[config.mk]
export PLATFORM = sky130hd
export DESIGN_NAME = register_writeback
export DESIGN_NICKNAME = d
export VERILOG_FILES = /design/src/rtl/cpu_pkg.sv /design/src/rtl/wb_fifo.sv /design/src/rtl/register_writeback.sv
export SDC_FILE = /design/constraint.sdc
export NUM_CORES = 1
export LEC_CHECK = 0
export CORE_MARGIN = 2
export CORE_UTILIZATION = 40
export DETAILED_ROUTE_END_ITERATION = 8
export DONT_BUFFER_PORTS = 1
export PLACE_DENSITY_LB_ADDON = 0.3
export SLEW_MARGIN = 10
export SYNTH_ARGS = -nofsm -noshare
export SYNTH_HDL_FRONTEND = slang
export SYNTH_HIERARCHICAL = 1
export SYNTH_SLANG_ARGS = --single-unit
[constraint.sdc]
create_clock -name clk -period 4.99 [get_ports clk]
set_input_delay 0.7485 -clock clk [delete_from_list [all_inputs] [get_ports clk]]
set_output_delay 0.7485 -clock clk [all_outputs]
set_load 0.005 [all_outputs]
[src/rtl/cpu_pkg.sv]
// Shared CPU definitions for the write-back path: datapath widths, the
// buffered write-back entry, the buffer occupancy encoding and a helper
// that decides whether a request really updates the register file.
package cpu_pkg;

  localparam int REG_ADDR_W = 5;
  localparam int DATA_W     = 32;
  localparam int NUM_REGS   = 32;

  // One pending register-file write: destination index and selected data.
  typedef struct packed {
    logic [REG_ADDR_W-1:0] rd;
    logic [DATA_W-1:0]     data;
  } wb_entry_t;

  // Occupancy of the two-entry write-back buffer.
  typedef enum logic [1:0] {
    EMPTY = 2'd0,
    ONE   = 2'd1,
    TWO   = 2'd2
  } occ_state_t;

  // A request writes the register file only when RegWrite is set and the
  // destination is not the hard-wired zero register.
  function automatic logic is_live_write(input logic                  reg_write,
                                         input logic [REG_ADDR_W-1:0] rd);
    return reg_write & (rd != {REG_ADDR_W{1'b0}});
  endfunction

endpackage

[src/rtl/wb_fifo.sv]
// Two-entry FIFO holding pending register-file writes. Occupancy is kept as
// an EMPTY/ONE/TWO state machine; full/empty are registered alongside it so
// the consumer sees glitch-free flags. The head entry reads as zero while
// empty so downstream outputs are clean in reset and idle.
module wb_fifo
  import cpu_pkg::*;
#(
  parameter int DEPTH = 2
) (
  input  logic      clk,
  input  logic      rst,
  input  logic      push,
  input  wb_entry_t push_entry,
  input  logic      pop,
  output wb_entry_t head_entry,
  output logic      full,
  output logic      empty
);

  occ_state_t state_r;
  wb_entry_t  entry_r [DEPTH];
  logic       wr_ptr_r;
  logic       rd_ptr_r;
  logic       full_r;
  logic       empty_r;
  logic       push_s;
  logic       pop_s;

  // Never overrun a full buffer or underrun an empty one.
  assign push_s = push & ~full_r;
  assign pop_s  = pop & ~empty_r;

  // Occupancy FSM together with storage, pointers and registered flags.
  always_ff @(posedge clk or posedge rst) begin
    if (rst) begin
      state_r  <= EMPTY;
      full_r   <= 1'b0;
      empty_r  <= 1'b1;
      wr_ptr_r <= 1'b0;
      rd_ptr_r <= 1'b0;
      for (int i = 0; i < DEPTH; i++) begin
        entry_r[i] <= '0;
      end
    end else begin
      if (push_s) begin
        entry_r[wr_ptr_r] <= push_entry;
        wr_ptr_r          <= ~wr_ptr_r;
      end
      if (pop_s) begin
        rd_ptr_r <= ~rd_ptr_r;
      end
      case (state_r)
        EMPTY: begin
          if (push_s) begin
            state_r <= ONE;
            empty_r <= 1'b0;
          end
        end
        ONE: begin
          if (push_s && !pop_s) begin
            state_r <= TWO;
            full_r  <= 1'b1;
          end else if (!push_s && pop_s) begin
            state_r <= EMPTY;
            empty_r <= 1'b1;
          end
        end
        TWO: begin
          if (pop_s) begin
            state_r <= ONE;
            full_r  <= 1'b0;
          end
        end
        default: begin
          state_r  <= EMPTY;
          full_r   <= 1'b0;
          empty_r  <= 1'b1;
          wr_ptr_r <= 1'b0;
          rd_ptr_r <= 1'b0;
        end
      endcase
    end
  end

  // Present the oldest entry, or zeros when nothing is pending.
  always_comb begin
    head_entry = '0;
    if (empty_r) begin
      head_entry = '0;
    end else begin
      head_entry = entry_r[rd_ptr_r];
    end
  end

  assign full  = full_r;
  assign empty = empty_r;

endmodule

[src/rtl/register_writeback.sv]
// Register write-back stage: selects load or ALU data at acceptance, drops
// requests that do not write the register file, buffers up to two pending
// writes and drains them in order through the register-file write port.
// Optional operand forwarding of the oldest pending write is enabled by
// defining REGISTER_WRITEBACK_FORWARD_EN; otherwise the forward port is 0.
module register_writeback
  import cpu_pkg::*;
#(
  parameter int DEPTH = 2
) (
  input  logic                  clk,
  input  logic                  rst,
  input  logic                  in_valid,
  output logic                  in_ready,
  input  logic [REG_ADDR_W-1:0] in_rd,
  input  logic                  in_reg_write,
  input  logic                  in_mem_to_reg,
  input  logic [DATA_W-1:0]     in_mem_data,
  input  logic [DATA_W-1:0]     in_alu_result,
  output logic                  wr_en,
  output logic [REG_ADDR_W-1:0] wr_addr,
  output logic [DATA_W-1:0]     wr_data,
  input  logic                  wr_ready,
  output logic                  fwd_valid,
  output logic [REG_ADDR_W-1:0] fwd_addr,
  output logic [DATA_W-1:0]     fwd_data,
  output logic [15:0]           wb_count,
  output logic [15:0]           drop_count
);

  generate
    if (DEPTH != 2) begin : g_bad_depth
      $error("register_writeback: DEPTH must be 2");
    end
    if (NUM_REGS != (1 << REG_ADDR_W)) begin : g_bad_regs
      $error("register_writeback: NUM_REGS must match REG_ADDR_W");
    end
  endgenerate

  logic      accept_s;
  logic      live_s;
  logic      push_s;
  logic      drop_s;
  logic      pop_s;
  logic      fifo_full_s;
  logic      fifo_empty_s;
  wb_entry_t push_entry_s;
  wb_entry_t head_entry_s;
  logic [15:0] wb_count_r;
  logic [15:0] drop_count_r;

  // Ready is held low during reset and whenever both slots are occupied.
  assign in_ready = ~rst & ~fifo_full_s;
  assign accept_s = in_valid & in_ready;
  assign live_s   = is_live_write(in_reg_write, in_rd);
  assign push_s   = accept_s & live_s;
  assign drop_s   = accept_s & ~live_s;
  assign pop_s    = wr_en & wr_ready;

  // Choose load data or ALU result once, at acceptance.
  always_comb begin
    push_entry_s    = '0;
    push_entry_s.rd = in_rd;
    if (in_mem_to_reg) begin
      push_entry_s.data = in_mem_data;
    end else begin
      push_entry_s.data = in_alu_result;
    end
  end

  wb_fifo #(
    .DEPTH (DEPTH)
  ) u_wb_fifo (
    .clk        (clk),
    .rst        (rst),
    .push       (push_s),
    .push_entry (push_entry_s),
    .pop        (pop_s),
    .head_entry (head_entry_s),
    .full       (fifo_full_s),
    .empty      (fifo_empty_s)
  );

  // Retired-write and dropped-request counters; both wrap freely.
  always_ff @(posedge clk or posedge rst) begin
    if (rst) begin
      wb_count_r   <= 16'd0;
      drop_count_r <= 16'd0;
    end else begin
      if (pop_s) begin
        wb_count_r <= wb_count_r + 16'd1;
      end
      if (drop_s) begin
        drop_count_r <= drop_count_r + 16'd1;
      end
    end
  end

  assign wr_en      = ~fifo_empty_s;
  assign wr_addr    = head_entry_s.rd;
  assign wr_data    = head_entry_s.data;
  assign wb_count   = wb_count_r;
  assign drop_count = drop_count_r;

`ifdef REGISTER_WRITEBACK_FORWARD_EN
  assign fwd_valid = wr_en;
  assign fwd_addr  = wr_addr;
  assign fwd_data  = wr_data;
`else
  assign fwd_valid = 1'b0;
  assign fwd_addr  = {REG_ADDR_W{1'b0}};
  assign fwd_data  = {DATA_W{1'b0}};
`endif

endmodule

# == Yosys cells after proc, flatten, opt, wreduce, memory -nomap -nowiden ==
# Index checks and enable logic that the tools add are counted.
# word_totals
word_cells,79
ff_bits,112
# classes
n_eq_ne,10
n_lt_le_gt_ge,3
muxes,24
n_bitwise,18
addsub,2
n_reduce_logical,11
# ops
op,count
two-way mux 37 bit,5
bitwise mux 74 bit,1
demux 37 bit (select 1 bit),1
adder 16 x 1 -> 16 bit (second input constant),2
two-way mux 32 bit,1
inequality test 2 x 1 -> 1 bit (second input constant),6
two-way mux 1 bit,9
bitwise AND 1 bit,8
two-way mux 2 bit,4
inverter 1 bit,8
one-hot mux 1 bit (3 select lines),2
one-hot mux 2 bit (3 select lines),1
AND reduction 3 bit,2
nonzero test 5 bit,1
>= comparator 2 bit (second input constant),2
inverter 1 -> 2 bit,2
AND reduction 4 bit,1
logical AND 1 bit,3
inequality test 3 x 1 -> 1 bit (second input constant),1
OR reduction 3 bit,1
equality test 2 x 1 -> 1 bit (second input constant),1
equality test 2 bit (second input constant),1
zero test 1 bit,2
zero test 2 bit,1
other kinds (2),2

# == Depth between registers and ports, before layout ==
# Gate-level depths: netlist (run 1).
# depth
ltp_word,10
ltp_mapped,10
depth_no_buf,9

# == Hierarchy ==
# Netlist (run 1), hierarchy kept.
# modules_own_cells
mod,instances,area_each_um2,cells_per_inst,seq_area_each_um2
wb_fifo,1,3908.7,271,2003.2
register_writeback,1,2182.1,207,800.8

# == Worst setup path before layout (run 1) ==
# No wires, ideal clock.
# synth_path
path_type,input port to flip-flop
startpoint,input in_rd[0]
endpoint,register u_wb_fifo/entry_r[0] (netlist bit)
required_ns,4.865
path_stages,8
arrival_ns,2.462
path_slack_ns,2.403
cell_sequence,or4_4 -> o21ai_4 -> buf_2 -> nor2_1 -> nor2b_4 -> nand2_4 -> buf_6 -> mux2_4
# synth_between
elab_chain_cells,4
# synth_lines
item,line_no,source
"start, declared",register_writeback.sv:15,"input logic [REG_ADDR_W-1:0] in_rd,"
nonzero test 5 bit,cpu_pkg.sv:27,return reg_write & (rd != {REG_ADDR_W{1'b0}});
bitwise AND 1 bit,cpu_pkg.sv:27,
bitwise AND 1 bit,register_writeback.sv:56,assign push_s = accept_s & live_s;
net push_s,register_writeback.sv:42,logic push_s;
bitwise AND 1 bit,wb_fifo.sv:30,assign push_s = push & ~full_r;
"end signal, assigned by index",wb_fifo.sv:46,entry_r[wr_ptr_r] <= push_entry;
"end, declared",wb_fifo.sv:21,wb_entry_t entry_r [DEPTH];
# The timed path passes the listed nets, and every way through them passes these cells.
# A chain may end at the register's enable or synchronous reset.

# == Final worst setup path (run 1) ==
# layout_path
startpoint,input in_rd[0]
endpoint,register u_wb_fifo/entry_r[31] (netlist bit)
# The elaborated chain is that of the path after synthesis.

==> impl_metrics.ini, run 1 <==
[timing]
finalCriticalPeriod_ns = 2.68
setup_repair_after_global_routing_missed_its_margin = no
finalClockSkew_ns = 0.00910
final_min_period_over_clock_period_pct = 53.8
hold_viol_final = 0
report.final.setup_viol = 0
fmax_mhz = 373
relSlewSlack_pct = 38.2
max_transition_viols_final = 0
setup-tns-final_ns = 0
tightestPinTransition_ns = 0.927

[drt]
route.vias.total = 3397
wl_per_cell_um = 18.0
routed_antenna_nets = 0
detailedRoute.firstIterationViolations = 133
postRouteWirelength_mm = 11.9
drt-pass1-iter-count = 4
vias_per_cell = 5.13
drc = 0

[clocking]
cts_resized = 0
worst_setup_hold_path_clk_slew_ns = 0.08
clock_path_buffers = 2
tritoncts_num_sinks = 112
post-cts-setup-buffer-count = 0
htree_levels = 3
clock_tree_from_tritoncts = done
cts_inserted_buffers = 9
ctsRootBufferMaster = sky130_fd_sc_hd__clkbuf_16
clock_insertion_delay_worst_skew_ns = 0.35
cts.hold.buffers_added = 0

[final_layout]
area_growth_syn_to_layout_pct = 3.88
regArea_mm2 = 0.00281
multiInputGateArea_mm2 = 0.00295
n_antenna_cell = 0
n_fill_cell = 1386
final_layout_size_suffix_gt1_share_pct = 27.6
final_nets = 548

[worst_setup_path]
reg2reg_depth = 7
critical_path_class = input pin to flip-flop
crit-reg2reg-capture = u_wb_fifo/entry_r[50]
cp-startpoint = in_rd[0]
start_kind = input pin
timing.critical_path.fanout_max = 37
setup.worst_path.end_class = flip-flop
ff2ff_setup_slack_ns = 2.43
critical_path_buffer_and_inverter_count = 0
critical_path.slowest_cell = sky130_fd_sc_hd__nand2_4
worst-endpoint-arrival_ns = 2.92
timing.critical_path.max_delay_family = simple AND/OR/NAND/NOR gates
worst_r2r_startpoint = u_wb_fifo/full
required_ns = 5.23
max_stage_delay_ns = 0.55
timing.critical_path.cells = or4_4 > o21ai_4 > nor2_1 > nor2b_4 > nand2_4 > mux2_2

[placed_design]
numPortBuffers = 0
routabilityCongestion = 0.774
hpwlAfterDp_mm = 7.83

[global_routing]
global_route.usage.met2_pct = 24.2
grtUsageMet1_pct = 18.6
grt_remaining_overflow = 0
grt_first_pass_wirelength_mm = 19.0
global_route.peak_usage_layer = met2
grt_pass1_vias = 3568
grt.total_usage_pct = 14.9
antenna_violations_before_repair = 0
grt_use_met3_pct = 5.99
largest_net_degree_at_the_start_of_global_routing = 49

[pwr]
relative_contribution_of_combinational_cells_to_total_power_pct = 26.1
pwr_density_cell_mw_per_mm2 = 428
seqPwrFrac_pct = 48.0
power.clock.fraction_pct = 26.0
p_leak_nw = 3.12
power_report.internal_total_mw = 1.86
power.net_switching_mw = 0.842
vdd_drop_max_mv = 0.229
p_sw_share_pct = 31.1
power.total_mw = 2.71

[synth]
synth_async_reset_ratio_pct = 100
part_of_the_yosys_area_used_for_sequential_elements_pct = 46.0
post-synth-top-count-cell = sky130_fd_sc_hd__dfrtp_1
synth.lib_cells_used.distinct = 47
syn-mean-instance-area_um2 = 12.7
synth_enable_flop_cells = 0
syn-instance-count = 478
netlist_top_cells_area = sky130_fd_sc_hd__dfrtp_1, sky130_fd_sc_hd__mux2_4, sky130_fd_sc_hd__mux2_2
synth_seq_cells = 112
synthDominantCellAreaShare_pct = 45.6
yosys_warnings = 6
ys_top_cells_by_count = sky130_fd_sc_hd__dfrtp_1, sky130_fd_sc_hd__mux2_4, sky130_fd_sc_hd__nor2_1
post-synth-top-area-cell = sky130_fd_sc_hd__dfrtp_1
synth_ff_type = sky130_fd_sc_hd__dfrtp_1
mappedNetlistArea_mm2 = 0.00609

[floorplanning]
ios = 184
die_height_um = 127
core_region_area_mm2 = 0.0150
initial_utilization_pct = 40.5
placementRows = 45
floorplan.die_area_mm2 = 0.0162
die_width_um = 127

[hold_path]
hold_class = input pin to asynchronous set/reset pin

[run]
max-cap-violations = 0

[outcome]
outcome = completed
## placed cells by master, fill, tap and decap left out, types with 2 or more instances in the layout
cell type	count
sky130_fd_sc_hd__a21oi_1	5
sky130_fd_sc_hd__and2_1	2
sky130_fd_sc_hd__and3_1	6
sky130_fd_sc_hd__and4_1	4
sky130_fd_sc_hd__buf_4	3
sky130_fd_sc_hd__clkbuf_16	9
sky130_fd_sc_hd__clkinv_4	3
sky130_fd_sc_hd__conb_1	38
sky130_fd_sc_hd__dfrtp_1	110
sky130_fd_sc_hd__ha_1	4
sky130_fd_sc_hd__inv_1	5
sky130_fd_sc_hd__mux2_1	8
sky130_fd_sc_hd__mux2_2	40
sky130_fd_sc_hd__mux2_4	60
sky130_fd_sc_hd__mux2i_1	37
sky130_fd_sc_hd__nand2_1	11
sky130_fd_sc_hd__nand3_1	12
sky130_fd_sc_hd__nand3b_1	2
sky130_fd_sc_hd__nand4_1	7
sky130_fd_sc_hd__nor2_1	44
sky130_fd_sc_hd__nor2b_1	2
sky130_fd_sc_hd__nor3_1	2
sky130_fd_sc_hd__nor3b_1	2
sky130_fd_sc_hd__nor4b_2	2
sky130_fd_sc_hd__xnor2_1	21
sky130_fd_sc_hd__xor2_1	11
## through the flow
step	instance area, um2	std cells	utilization [%]	setup slack [ns]	hold slack, ns
2_1_floorplan	6230	515	-	2.19	0.465
3_3_place_gp	6040	646	40.2	1.95	0.481
3_5_place_dp	6040	646	40.2	1.91	0.489
4_1_cts	6330	662	42.1	2.29	0.154
5_1_grt	6330	662	42.1	2.18	0.158
6_report	6330	662	42.1	2.31	0.169
## power by group through the flow
stage / Combinational, mW / Sequential, mW / Clock (mW)
5_1_grt: 0.783 / 1.33 / 0.769
6_report: 0.706 / 1.30 / 0.703
2_1_floorplan: 0.637 / 1.26 / 0
3_3_place_gp: 0.705 / 1.30 / 0
3_5_place_dp: 0.725 / 1.31 / 0
4_1_cts: 0.728 / 1.30 / 0.729
## cells by family (layout without fill, tap and decap cells)
group                      Yosys count  count (layout)  share of synthesized area (%)
muxes                              145             145                           29.7
AOI/OAI and AO/OA                   10              10                           1.21
DFF                                112             112                           46.0
and+or+nand+nor                    107             107                           9.74
adders and majority gates            4               4                          0.822
other                                1              38                         0.0616
buffers and inverters               67              26                           7.79
xor gates and xnor gates            32              32                           4.60
## worst max path at each step
stage                       endpoint  slack (ns)  depth (start not counted)
3_3_place_gp   u_wb_fifo/entry_r[31]        1.95                          6
6_report       u_wb_fifo/entry_r[31]        2.31                          6
2_1_floorplan   u_wb_fifo/entry_r[0]        2.19                          1
3_5_place_dp   u_wb_fifo/entry_r[31]        1.91                          6
5_1_grt        u_wb_fifo/entry_r[31]        2.18                          6
4_1_cts        u_wb_fifo/entry_r[31]        2.29                          6
## flip-flops by register name, summed over array words and instances, names as in the netlist
register and flops:
u_wb_fifo/entry_r 74, drop_count 16, wb_count 16, u_wb_fifo/state_r 2
u_wb_fifo/empty 1, u_wb_fifo/full 1, u_wb_fifo/rd_ptr_r 1, u_wb_fifo/wr_ptr_r 1
## metal layers
metal  wire length (um)  vias up
li1                   -     1552
met1               5060     1709
met2               5760      126
met3                950       10
met4                117        0
met5                  0        -
## area by class of cell
class                   instances  share of cell area [%]
flip-flops and latches        112                    44.3
clock inverters                 6                   0.850
multi-input cells             336                    46.6
repair buffers                  3                   0.356
clock buffers                  10                    3.62
well taps                     188                    3.72
inverters                       7                   0.475
No activity file was read; power rests on OpenSTA's default activity.
==> run 2: changes to the inputs <==
==> constraint.sdc (replaced) <==
create_clock -name clk -period 2.3 [get_ports clk]
set_input_delay 0.345 -clock clk [delete_from_list [all_inputs] [get_ports clk]]
set_output_delay 0.345 -clock clk [all_outputs]
set_load 0.005 [all_outputs]
==> run 2 against run 1 <==
Routed wire length increased by 0.94%. Critical path type is now flip-flop to primary output. Clock-buffer cell count increased by 2. Largest cell class unchanged. Clock power grew 150%. Cell count grew 2.0%. Highest routed layer unchanged. Combinational power increased by 120%.
==> impl_metrics.ini, run 2 (same netlist as run 1, synthesis figures left out) <==
[placed_design]
postPlaceCellArea_mm2 = 0.00621
numPortBuffers = 0
placed_cells = 658
routabilityCongestion = 0.786
hpwlAfterDp_mm = 8.40

[worst_setup_path]
cp-startpoint = u_wb_fifo/rd_ptr_r
required_ns = 1.96
max_stage_delay_ns = 0.63
timing.critical_path.max_delay_family = flip-flops
critical_path_class = flip-flop to primary output
worst-endpoint-arrival_ns = 1.64
start_kind = flip-flop
critical_path.slowest_cell = sky130_fd_sc_hd__dfrtp_2
timing.critical_path.cells = buf_4 > mux2i_1 > nor2_1
worst_r2r_startpoint = u_wb_fifo/full
critical_path_buffer_and_inverter_count = 1
setup.worst_path.end_class = primary output
timing.critical_path.fanout_max = 12

[final_layout]
final-instance-count-excl-fill = 675
n_antenna_cell = 0
layout_commonest_cell = sky130_fd_sc_hd__dfrtp_1
largest-register = u_wb_fifo/entry_r
area_growth_syn_to_layout_pct = 7.58
final_nets = 561
layout.core_utilization_pct = 43.6
finish.instance_area_mm2 = 0.00655
layout_common_cells = sky130_fd_sc_hd__dfrtp_1, sky130_fd_sc_hd__mux2_4, sky130_fd_sc_hd__nor2_1
final_layout_size_suffix_gt1_share_pct = 29.4
flip_flop_count_of_the_largest_register_all_copies_and_words_added = 74
multiInputGateArea_mm2 = 0.00295
n_fill_cell = 1369
regArea_mm2 = 0.00281

[clocking]
clock_insertion_delay_worst_skew_ns = 0.35
tritoncts_num_sinks = 112
ctsRootBufferMaster = sky130_fd_sc_hd__clkbuf_16
worst_setup_hold_path_clk_slew_ns = 0.07
cts_resized = 0
clock_path_buffers = 2
cts_inserted_buffers = 9
post-cts-setup-buffer-count = 0
clock_tree_from_tritoncts = done
htree_levels = 3
cts.hold.buffers_added = 1

[timing]
tightestPinTransition_ns = 0.955
fmax_mhz = 503
relSlewSlack_pct = 36.2
hold_viol_final = 0
setup_repair_after_global_routing_missed_its_margin = no
finalCriticalPeriod_ns = 1.99
finalClockSkew_ns = 0.00968
max_transition_viols_final = 0
report.final.setup_viol = 0
setup-tns-final_ns = 0
final_min_period_over_clock_period_pct = 86.5

[global_routing]
grt_remaining_overflow = 0
grt_pass1_vias = 3586
grt_first_pass_wirelength_mm = 19.3
antenna_violations_before_repair = 0
grt.total_usage_pct = 15.3
largest_net_degree_at_the_start_of_global_routing = 43

[floorplanning]
core_region_area_mm2 = 0.0150
ios = 184
floorplan.die_area_mm2 = 0.0162
initial_utilization_pct = 40.5
die_width_um = 127
placementRows = 45
die_height_um = 127

[run]
max-cap-violations = 0

[drt]
wl_per_cell_um = 17.8
vias_per_cell = 5.03
routed_antenna_nets = 0
route.vias.total = 3395
drc = 0
drt-pass1-iter-count = 4
postRouteWirelength_mm = 12.0
detailedRoute.firstIterationViolations = 97

[pwr]
pwr_density_cell_mw_per_mm2 = 934
p_leak_nw = 3.23
vdd_drop_max_mv = 0.349
power.total_mw = 6.12

[outcome]
outcome = completed

[hold_path]
hold_class = input pin to asynchronous set/reset pin
-- run 2: changes by cell type in the layout (fill, tap and decap cells not counted) --
cell	change
sky130_fd_sc_hd__buf_12	+6
sky130_fd_sc_hd__buf_4	+6
sky130_fd_sc_hd__clkinv_4	-3
sky130_fd_sc_hd__bufinv_16	+2
sky130_fd_sc_hd__clkbuf_8	+2
sky130_fd_sc_hd__dlygate4sd3_1	+1
sky130_fd_sc_hd__inv_8	-1
-- run 2: path summary, 6_finish.rpt --
check / cells after the start / slack [ns] / end
min in group clk: 1 / 0.13 / u_wb_fifo/entry_r[69]
setup reg to reg: 8 / 0.42 / u_wb_fifo/entry_r[53]
max in group asynchronous: 3 / 1.47 / drop_count[9]
hold / removal: 1 / 0.06 / u_wb_fifo/rd_ptr_r
hold reg to reg: 1 / 0.50 / drop_count[15]
setup / recovery: 3 / 0.31 / wr_data[6]
-- run 2: metrics by stage --
| step | hold slack (ns) | setup slack [ns] |
|---|---|---|
| 2_1_floorplan | 0.461 | 0.116 |
| 3_3_place_gp | 0.338 | 0.250 |
| 3_5_place_dp | 0.344 | 0.221 |
| 4_1_cts | 0.0867 | 0.247 |
| 5_1_grt | 0.115 | 0.178 |
| 6_report | 0.0609 | 0.311 |
-- run 2: layout make-up --
cell class | count | area share [%]
well taps | 188 | 3.59
repair buffers | 16 | 3.02
inverters | 7 | 0.496
flip-flops and latches | 112 | 42.8
clock buffers | 12 | 3.91
multi-input cells | 336 | 45.0
clock inverters | 4 | 1.13
-- run 2: report_power, final --
group	switching [mW]	total, mW	internal [mW]	leakage (nW)
Clock	0.713	1.73	1.02	0.163
Combinational	0.634	1.52	0.888	1.60
Sequential	0.432	2.87	2.44	1.47
Total	1.78	6.12	4.34	3.23
-- run 2: layer usage --
metal	global-route usage (%)	up-vias	part of all wire (%)
met2	23.5	111	47
met3	4.77	11	6.6
li1	-	1578	-
met4	5.24	0	1.2
met5	0	-	0
met1	20.4	1695	45
